<file path="src/rtl/cache_pkg.sv">
`default_nettype none
// ============================================================================
// Module  : cache_pkg
// Brief   : Shared widths, refill FSM state encoding and one-hot check for
//           the 4-way fully associative cache miss path.
// Revision: 1.0 - initial release
// ============================================================================
package cache_pkg;

    localparam int ADDR_W = 7;
    localparam int DATA_W = 8;
    localparam int WAYS   = 4;
    localparam int CNT_W  = 4;

    typedef enum logic [1:0] {
        IDLE = 2'd0,
        WB   = 2'd1,
        RD   = 2'd2,
        FILL = 2'd3
    } refill_state_t;

    function automatic logic is_onehot(input logic [WAYS-1:0] v);
        return (v != '0) && ((v & (v - 1'b1)) == '0);
    endfunction

endpackage
`default_nettype wire

</file>
<file path="src/rtl/mem_wait_cnt.sv">
`default_nettype none
// ============================================================================
// Module  : mem_wait_cnt
// Brief   : Loadable down-counter with zero flag; times RAM access states.
// Revision: 1.0 - initial release
// ============================================================================
module mem_wait_cnt #(
    parameter int CNT_W = 4
) (
    input  logic             clock,
    input  logic             reset,
    input  logic             load,
    input  logic [CNT_W-1:0] load_val,
    input  logic             dec,
    output logic             zero
);

    logic [CNT_W-1:0] r_cnt;

    always_ff @(posedge clock) begin
        if (reset) begin
            r_cnt <= '0;
        end else if (load) begin
            r_cnt <= load_val;
        end else if (dec && (r_cnt != '0)) begin
            r_cnt <= r_cnt - 1'b1;
        end
    end

    assign zero = (r_cnt == '0);

endmodule
`default_nettype wire

</file>
<file path="src/rtl/cache_refill_ctrl.sv">
`default_nettype none
// ============================================================================
// Module  : cache_refill_ctrl
// Brief   : Miss-handling FSM: optional dirty-victim writeback, RAM read,
//           then one-cycle fill of the victim way. CACHE_WB_EN selects the
//           write-back variant; undefined gives a write-through cache.
// Revision: 1.0 - initial release
// ============================================================================
module cache_refill_ctrl
    import cache_pkg::*;
#(
    parameter int MEM_LAT = 2
) (
    input  logic              clock,
    input  logic              reset,
    input  logic              miss_req,
    input  logic [ADDR_W-1:0] miss_addr,
    input  logic [WAYS-1:0]   lru,
    input  logic              victim_dirty,
    input  logic [ADDR_W-1:0] victim_tag,
    input  logic [DATA_W-1:0] victim_data,
    input  logic [DATA_W-1:0] mem_rd_data,
    output logic              mem_rd_en,
    output logic              mem_wr_en,
    output logic [ADDR_W-1:0] mem_address,
    output logic [DATA_W-1:0] mem_wr_data,
    output logic [WAYS-1:0]   fill_we,
    output logic [ADDR_W-1:0] fill_tag,
    output logic [DATA_W-1:0] fill_data,
    output logic              busy,
    output logic              done,
    output logic              err
);

    localparam logic [CNT_W-1:0] c_wait_load = CNT_W'(MEM_LAT - 1);

    refill_state_t     r_state;
    refill_state_t     w_next;
    logic [ADDR_W-1:0] r_miss_addr;
    logic [WAYS-1:0]   r_lru;
    logic [DATA_W-1:0] r_rd_data;
    logic              r_err;
    logic              w_accept;
    logic              w_take_wb;
    logic              w_cnt_load;
    logic              w_cnt_dec;
    logic              w_cnt_zero;

    assign w_accept = (r_state == IDLE) && miss_req && is_onehot(lru);

`ifdef CACHE_WB_EN
    logic [ADDR_W-1:0] r_victim_tag;
    logic [DATA_W-1:0] r_victim_data;

    assign w_take_wb = victim_dirty;

    always_ff @(posedge clock) begin
        if (reset) begin
            r_victim_tag  <= '0;
            r_victim_data <= '0;
        end else if (w_accept) begin
            r_victim_tag  <= victim_tag;
            r_victim_data <= victim_data;
        end
    end
`else
    logic w_unused_victim;

    assign w_take_wb       = 1'b0;
    assign w_unused_victim = ^{victim_dirty, victim_tag, victim_data};
`endif

    mem_wait_cnt #(
        .CNT_W (CNT_W)
    ) u_wait_cnt (
        .clock    (clock),
        .reset    (reset),
        .load     (w_cnt_load),
        .load_val (c_wait_load),
        .dec      (w_cnt_dec),
        .zero     (w_cnt_zero)
    );

    always_ff @(posedge clock) begin
        if (reset) begin
            r_state     <= IDLE;
            r_miss_addr <= '0;
            r_lru       <= '0;
            r_rd_data   <= '0;
            r_err       <= 1'b0;
        end else begin
            r_state <= w_next;
            r_err   <= (r_state == IDLE) && miss_req && !is_onehot(lru);
            if (w_accept) begin
                r_miss_addr <= miss_addr;
                r_lru       <= lru;
            end
            // RAM data is only guaranteed on the final read cycle
            if ((r_state == RD) && w_cnt_zero) begin
                r_rd_data <= mem_rd_data;
            end
        end
    end

    always_comb begin
        w_next      = r_state;
        w_cnt_load  = 1'b0;
        w_cnt_dec   = 1'b0;
        mem_rd_en   = 1'b0;
        mem_wr_en   = 1'b0;
        mem_address = '0;
        mem_wr_data = '0;
        fill_we     = '0;
        fill_tag    = '0;
        fill_data   = '0;
        done        = 1'b0;
        unique case (r_state)
            IDLE: begin
                if (w_accept) begin
                    w_next     = w_take_wb ? WB : RD;
                    w_cnt_load = 1'b1;
                end
            end
`ifdef CACHE_WB_EN
            WB: begin
                mem_wr_en   = 1'b1;
                mem_address = r_victim_tag;
                mem_wr_data = r_victim_data;
                if (w_cnt_zero) begin
                    w_next     = RD;
                    w_cnt_load = 1'b1;
                end else begin
                    w_cnt_dec = 1'b1;
                end
            end
`endif
            RD: begin
                mem_rd_en   = 1'b1;
                mem_address = r_miss_addr;
                if (w_cnt_zero) begin
                    w_next = FILL;
                end else begin
                    w_cnt_dec = 1'b1;
                end
            end
            FILL: begin
                fill_we   = r_lru;
                fill_tag  = r_miss_addr;
                fill_data = r_rd_data;
                done      = 1'b1;
                w_next    = IDLE;
            end
            default: begin
                w_next = IDLE;
            end
        endcase
    end

    assign busy = (r_state != IDLE);
    assign err  = r_err;

endmodule
`default_nettype wire

</file>
<file path="config.mk">
export PLATFORM = sky130hd
export DESIGN_NAME = cache_refill_ctrl
export DESIGN_NICKNAME = d
export VERILOG_FILES = /design/src/rtl/cache_pkg.sv /design/src/rtl/mem_wait_cnt.sv /design/src/rtl/cache_refill_ctrl.sv
export SDC_FILE = /design/constraint.sdc
export NUM_CORES = 1
export LEC_CHECK = 0
export BUFFER_PORTS_ARGS = -buffer_cell sky130_fd_sc_hd__buf_2
export CAP_MARGIN = 20
export CORE_UTILIZATION = 47
export DETAILED_ROUTE_END_ITERATION = 8
export GPL_TIMING_DRIVEN = 0
export PLACE_DENSITY_LB_ADDON = 0.15
export SYNTH_ARGS = -nofsm -noshare
export SYNTH_HDL_FRONTEND = slang
export SYNTH_SLANG_ARGS = --single-unit
</file>
<file path="constraint.sdc">
create_clock -name clock -period 2.8 [get_ports clock]
set_input_delay 0.56 -clock clock [delete_from_list [all_inputs] [get_ports clock]]
set_output_delay 0.56 -clock clock [all_outputs]
set_load 0.02 [all_outputs]
</file>
Word level (Yosys, flattened, before mapping)
Cells that the tools add are included.
{"block": "totals", "elab_cells": 45, "register_bits": 26, "output_inout_bits": 39, "inputBits": 38}
{"block": "classes", "n_addsub": 2, "n_mux": 15, "n_reduce_logical": 16, "bitwise_logic": 1, "eq_ne": 4}
{"op": "$mux W7", "count": 2}
{"op": "$logic_not A4 Y1", "count": 2}
{"op": "$mux W1", "count": 8}
{"op": "$mux W8", "count": 1}
{"op": "$reduce_bool A4 Y1", "count": 2}
{"op": "$sub A4 B1 Y4 const B", "count": 2}
{"op": "$logic_and A1 B1 Y1", "count": 6}
{"op": "$and A4 B4 Y4", "count": 1}
{"op": "$eq A2 B2 Y1 const B", "count": 2}
{"op": "$mux W2", "count": 2}
{"op": "$mux W4", "count": 1}
{"op": "$ne A2 B2 Y1 const B", "count": 2}
{"op": "$pmux W2 S2", "count": 1}
{"op": "$reduce_bool A2 Y1", "count": 2}
{"op": "$logic_not A2 Y1", "count": 1}
{"op": "$reduce_and A2 Y1", "count": 1}
{"op": "$reduce_or A2 Y1", "count": 1}
{"op": "$logic_not A1 Y1", "count": 1}

Logic depth before layout (Yosys ltp)
{"block": "logic_depth", "depth_word": 8, "mapped_depth": 7, "depth_no_buf": 6}

Modules after synthesis
Synthesis repeated with hierarchy kept, for this count alone.
{"block": "hier_totals", "cells_unflattened": 173, "area_unflattened_um2": 1475.2}
{"mod": "cache_refill_ctrl", "instances": 1, "seq_area_each_um2": 440.4, "cells_each": 144, "area_per_inst_um2": 1212.4}
{"mod": "mem_wait_cnt", "instances": 1, "seq_area_each_um2": 80.1, "cells_each": 29, "area_per_inst_um2": 262.8}

Least setup slack after synthesis
Ideal clock, no wire load.
{"block": "synth_timing", "path_type": "input-to-reg", "startpoint": "in lru[3]", "endpoint": "reg r_lru[2]", "arrival_time_ns": 1.766, "cell_stages": 6, "t_required_ns": 2.728, "setup_time_ns": 0.072, "path_slack_ns": 0.963, "n_path_buf": 2, "cell_sequence": "or4b_1 -> o311ai_2 -> and2b_1 -> buf_6 -> buf_12 -> mux2i_1"}
{"block": "synth_between", "elab_chain_cells": 5, "elab_cells_between_ends": 6, "cone_classes": "add/sub (1); bitwise (1); reduce/logical (4)"}
{"element": "from (decl)", "line": "cache_refill_ctrl.sv:18", "source": "input logic [WAYS-1:0] lru,"}
{"element": "$sub A4 B1 Y4", "line": "cache_pkg.sv:23", "source": "return (v != '0) && ((v & (v - 1'b1)) == '0);"}
{"element": "$and A4 B4 Y4", "line": "cache_pkg.sv:23"}
{"element": "$logic_not A4 Y1", "line": "cache_pkg.sv:23"}
{"element": "$logic_and A1 B1 Y1 *", "line": "cache_pkg.sv:23"}
{"element": "$logic_and A1 B1 Y1 *", "line": "cache_refill_ctrl.sv:49", "source": "assign w_accept = (r_state == IDLE) && miss_req && is_onehot(lru);"}
{"element": "to (signal assigned)", "line": "cache_refill_ctrl.sv:96", "source": "r_lru <= lru;"}
{"element": "to (decl)", "line": "cache_refill_ctrl.sv:40", "source": "logic [WAYS-1:0] r_lru;"}
Mark *: on every way between the ends. The rest lies on a longest branch, timed or not.
A chain may end at the register's enable or synchronous reset.

Worst setup path in the final report
{"block": "layout_timing", "startpoint": "reg r_state[0]", "endpoint": "out mem_address[4]"}
{"block": "layout_between", "elab_chain_cells": 2}
{"element": "from (decl)", "line": "cache_refill_ctrl.sv:37", "source": "refill_state_t r_state;"}
{"element": "from (signal assigned)", "line": "cache_refill_ctrl.sv:92", "source": "r_state <= w_next;"}
{"element": "$eq A2 B2 Y1", "line": "cache_refill_ctrl.sv:117", "source": "unique case (r_state)"}
{"element": "$mux W7", "line": "cache_refill_ctrl.sv:117"}
{"element": "to (decl)", "line": "cache_refill_ctrl.sv:25", "source": "output logic [ADDR_W-1:0] mem_address,"}
No other way between the ends.

==> flow_summary.yaml <==
worst_setup_path:
  path_cells: "nand2b_1, inv_2, clkbuf_1, and2_1, buf_2"
  cp_max_fo: 10
  endpoint_kind: "output pin"
  r2r_slack_ns: 0.89
  cp.arrival_ns: 1.68
  cp_data_required_time_ns: 2.24
  crit_type: "flip-flop to output pin"
  crit_path_start_kind: "flip-flop"
  slowest_delay_ns: 0.37
  rr_startpoint: "u_wait_cnt.r_cnt[0]$_SDFFE_PP0P_"
  critical-path-slowest-cell: "dfxtp_1"
  reg2regPathDepth: 7
  r2r-end: "r_rd_data[1]$_SDFFE_PP0P_"
timing:
  grt_setup_unrepaired: "no"
  fin_setup_tns_ns: 0
  period_share_pct: 80.1
  fin_skew_ns: 0.00621
  setup_violations: 0
  fmax_mhz: 446
  finalHoldViolCount: 0
  min_period_ns: 2.24
  slew_viol_final: 0
synthesis:
  ys_ff_latch: 26
  ys_seq_area_share_pct: 38.6
  async_reset_ff_share_pct: 0
  synth_edf_count: 0
  syn_area_sq_um: 1350
  synth_top_area_share_pct: 38.6
  ys_top_cells_by_count: "nand2_1, dfxtp_1, and3_1"
  post-synth-top-count-cell: "nand2_1"
  synth.distinct_cells: 30
  synth-main-ff-cell: "dfxtp_1"
  yosys-top-cells-area: "dfxtp_1, and3_1, nand2_1"
  syn_inst: 165
  ys_warn_count: 0
  yosysTopAreaCell: "dfxtp_1"
  avgSynthCellArea_sq_um: 8.17
placed_design:
  dp_cells: 254
  placed_area_sq_um: 1670
  io_buffers: 50
  dp_hpwl_um: 2210
  gp_congestion: 0.750
grt:
  grt_pass1_vias: 1227
  antenna_found_initial: 0
  grt_pass1_wl_um: 5400
  overflow: 0
  grt_use_total_pct: 21.6
  grt_max_degree: 14
layout:
  drive_gt1_share_pct: 30.1
  instances_no_fill: 257
  final_nets: 267
  n_antenna_cell: 0
  area_delta_synth_final_pct: 25.3
  fin_area_sq_um: 1690
routing:
  viasPerCell: 5.05
  drt-total-wl_um: 3000
  wl_per_cell_um: 11.7
  drtIter0Drc: 31
  vias: 1299
  ant_nets: 0
  drtPass1Iterations: 4
  drc_errors: 0
die:
  rows: 19
  die_h_um: 55.6
  io_pins: 77
  dieArea_sq_um: 3090
  core_sq_um: 2730
  die_x_um: 55.6
  initial_utilization_pct: 49.3
power_and_ir_drop:
  p_leak_nw: 0.879
  irDropWorstVdd_mv: 0.359
  power_density_nw_per_um2: 403
  finalPower_w: 0.000682
min_path:
  hold_end: "r_rd_data[0]$_SDFFE_PP0P_"
  min_from: "r_rd_data[0]$_SDFFE_PP0P_"
  hold_depth: 2
  worst_hold_path_type: "flip-flop to flip-flop"
clock_network:
  postCtsSetupRepairBufs: 0
  numClockSinks: 26
  clk_pin_slew_ns: 0.14
  insertion_delay_ns: 0.31
  h-tree-depth: 1
  tritoncts: "built"
  cts_made_buffers: 3
  ctsRootBufferMaster: "clkbuf_4"
  cts_max_path_buffers: 2
  ctsHoldBuffers: 0
  cts_resized: 0
run:
  drv_cap: 0
run_status:
  outcome: "completed"
## worst max-delay path: cells and delay by family, from the launching register on
kind | cells | cell delay [ns]
buffers and inverters | 3 | 0.62
flip-flops | 1 | 0.37
AND/OR/NAND/NOR | 2 | 0.37
## worst max path at each step
stage	start	end	slack, ns
finish	r_state[0]$_SDFFE_PP0P_	mem_address[4]	0.56
floorplan	lru[3]	r_lru[2]$_SDFFE_PP0P_	0.96
global route	r_state[0]$_SDFFE_PP0P_	mem_address[4]	0.39
global placement	lru[3]	r_lru[2]$_SDFFE_PP0P_	0.79
detailed placement	lru[0]	r_miss_addr[3]$_SDFFE_PP0P_	0.73
CTS	r_state[0]$_SDFFE_PP0P_	mem_address[4]	0.53
## cell families (layout without fill, tap and decap cells)
kind of cell | after synthesis | in the layout | synth area share (%)
compound gates | 14 | 14 | 6.77
buf+inv | 26 | 79 | 11.5
xor+xnor | 3 | 3 | 1.95
fa+ha+maj | 1 | 1 | 0.927
mux | 10 | 10 | 7.42
flops | 26 | 26 | 38.6
other cells | 1 | 9 | 0.278
simple gates | 84 | 84 | 32.6
## layout make-up
type,instances,area (sq um)
buffer,21,136
clock buffer,3,22.5
tap,31,38.8
sequential,26,520
timing repair buffer,50,250
multi-input combinational,121,703
fill,261,1040
inverter,5,18.8
## cells in the final DEF (no fill, tap or decap), drive strengths merged
master and count:
nor3 4, and2b 1, nor2 5, mux2i 10
a2111oi 1, nor4b 1, nand2b 1, and3 19
o21a 1, a31o 1, or3 1, and4b 1
clkbuf 13, nand2 31, inv 5, a21oi 10
nand3 9, conb 9, o311ai 1, buf 61
and2 8, nor3b 1, dfxtp 26, xnor2 3
or4b 2, ha 1
## per-stage QoR
stage / hold slack [ns] / worst slack, ns / utilization (%)
finish: 0.464 / 0.558 / 61.8
global route: 0.463 / 0.394 / 61.8
CTS: 0.465 / 0.530 / 61.8
detailed placement: 0.449 / 0.732 / 61.0
global placement: 0.437 / 0.790 / 61.0
floorplan: 0.430 / 0.963 / -
## flip-flops by register name, indices dropped and copies added, names as in the netlist
register	flops
r_rd_data	8
r_miss_addr	7
r_lru	4
u_wait_cnt.r_cnt	4
r_state	2
err	1
## metal layers
| layer | wire length, um | global-route usage, % | vias to the layer above |
|---|---|---|---|
| met4 | 45 | 8.57 | 0 |
| met3 | 175 | 3.95 | 4 |
| met5 | 0 | 0 | - |
| li1 | - | - | 663 |
| met2 | 1500 | 37.7 | 42 |
| met1 | 1280 | 26.3 | 590 |
## power by group
part / internal, W / switching (W)
Clock: 0.0000503 / 0.000106
Combinational: 0.0000533 / 0.0000780
Sequential: 0.000386 / 0.00000895
No activity file was read; power rests on OpenSTA's default activity.
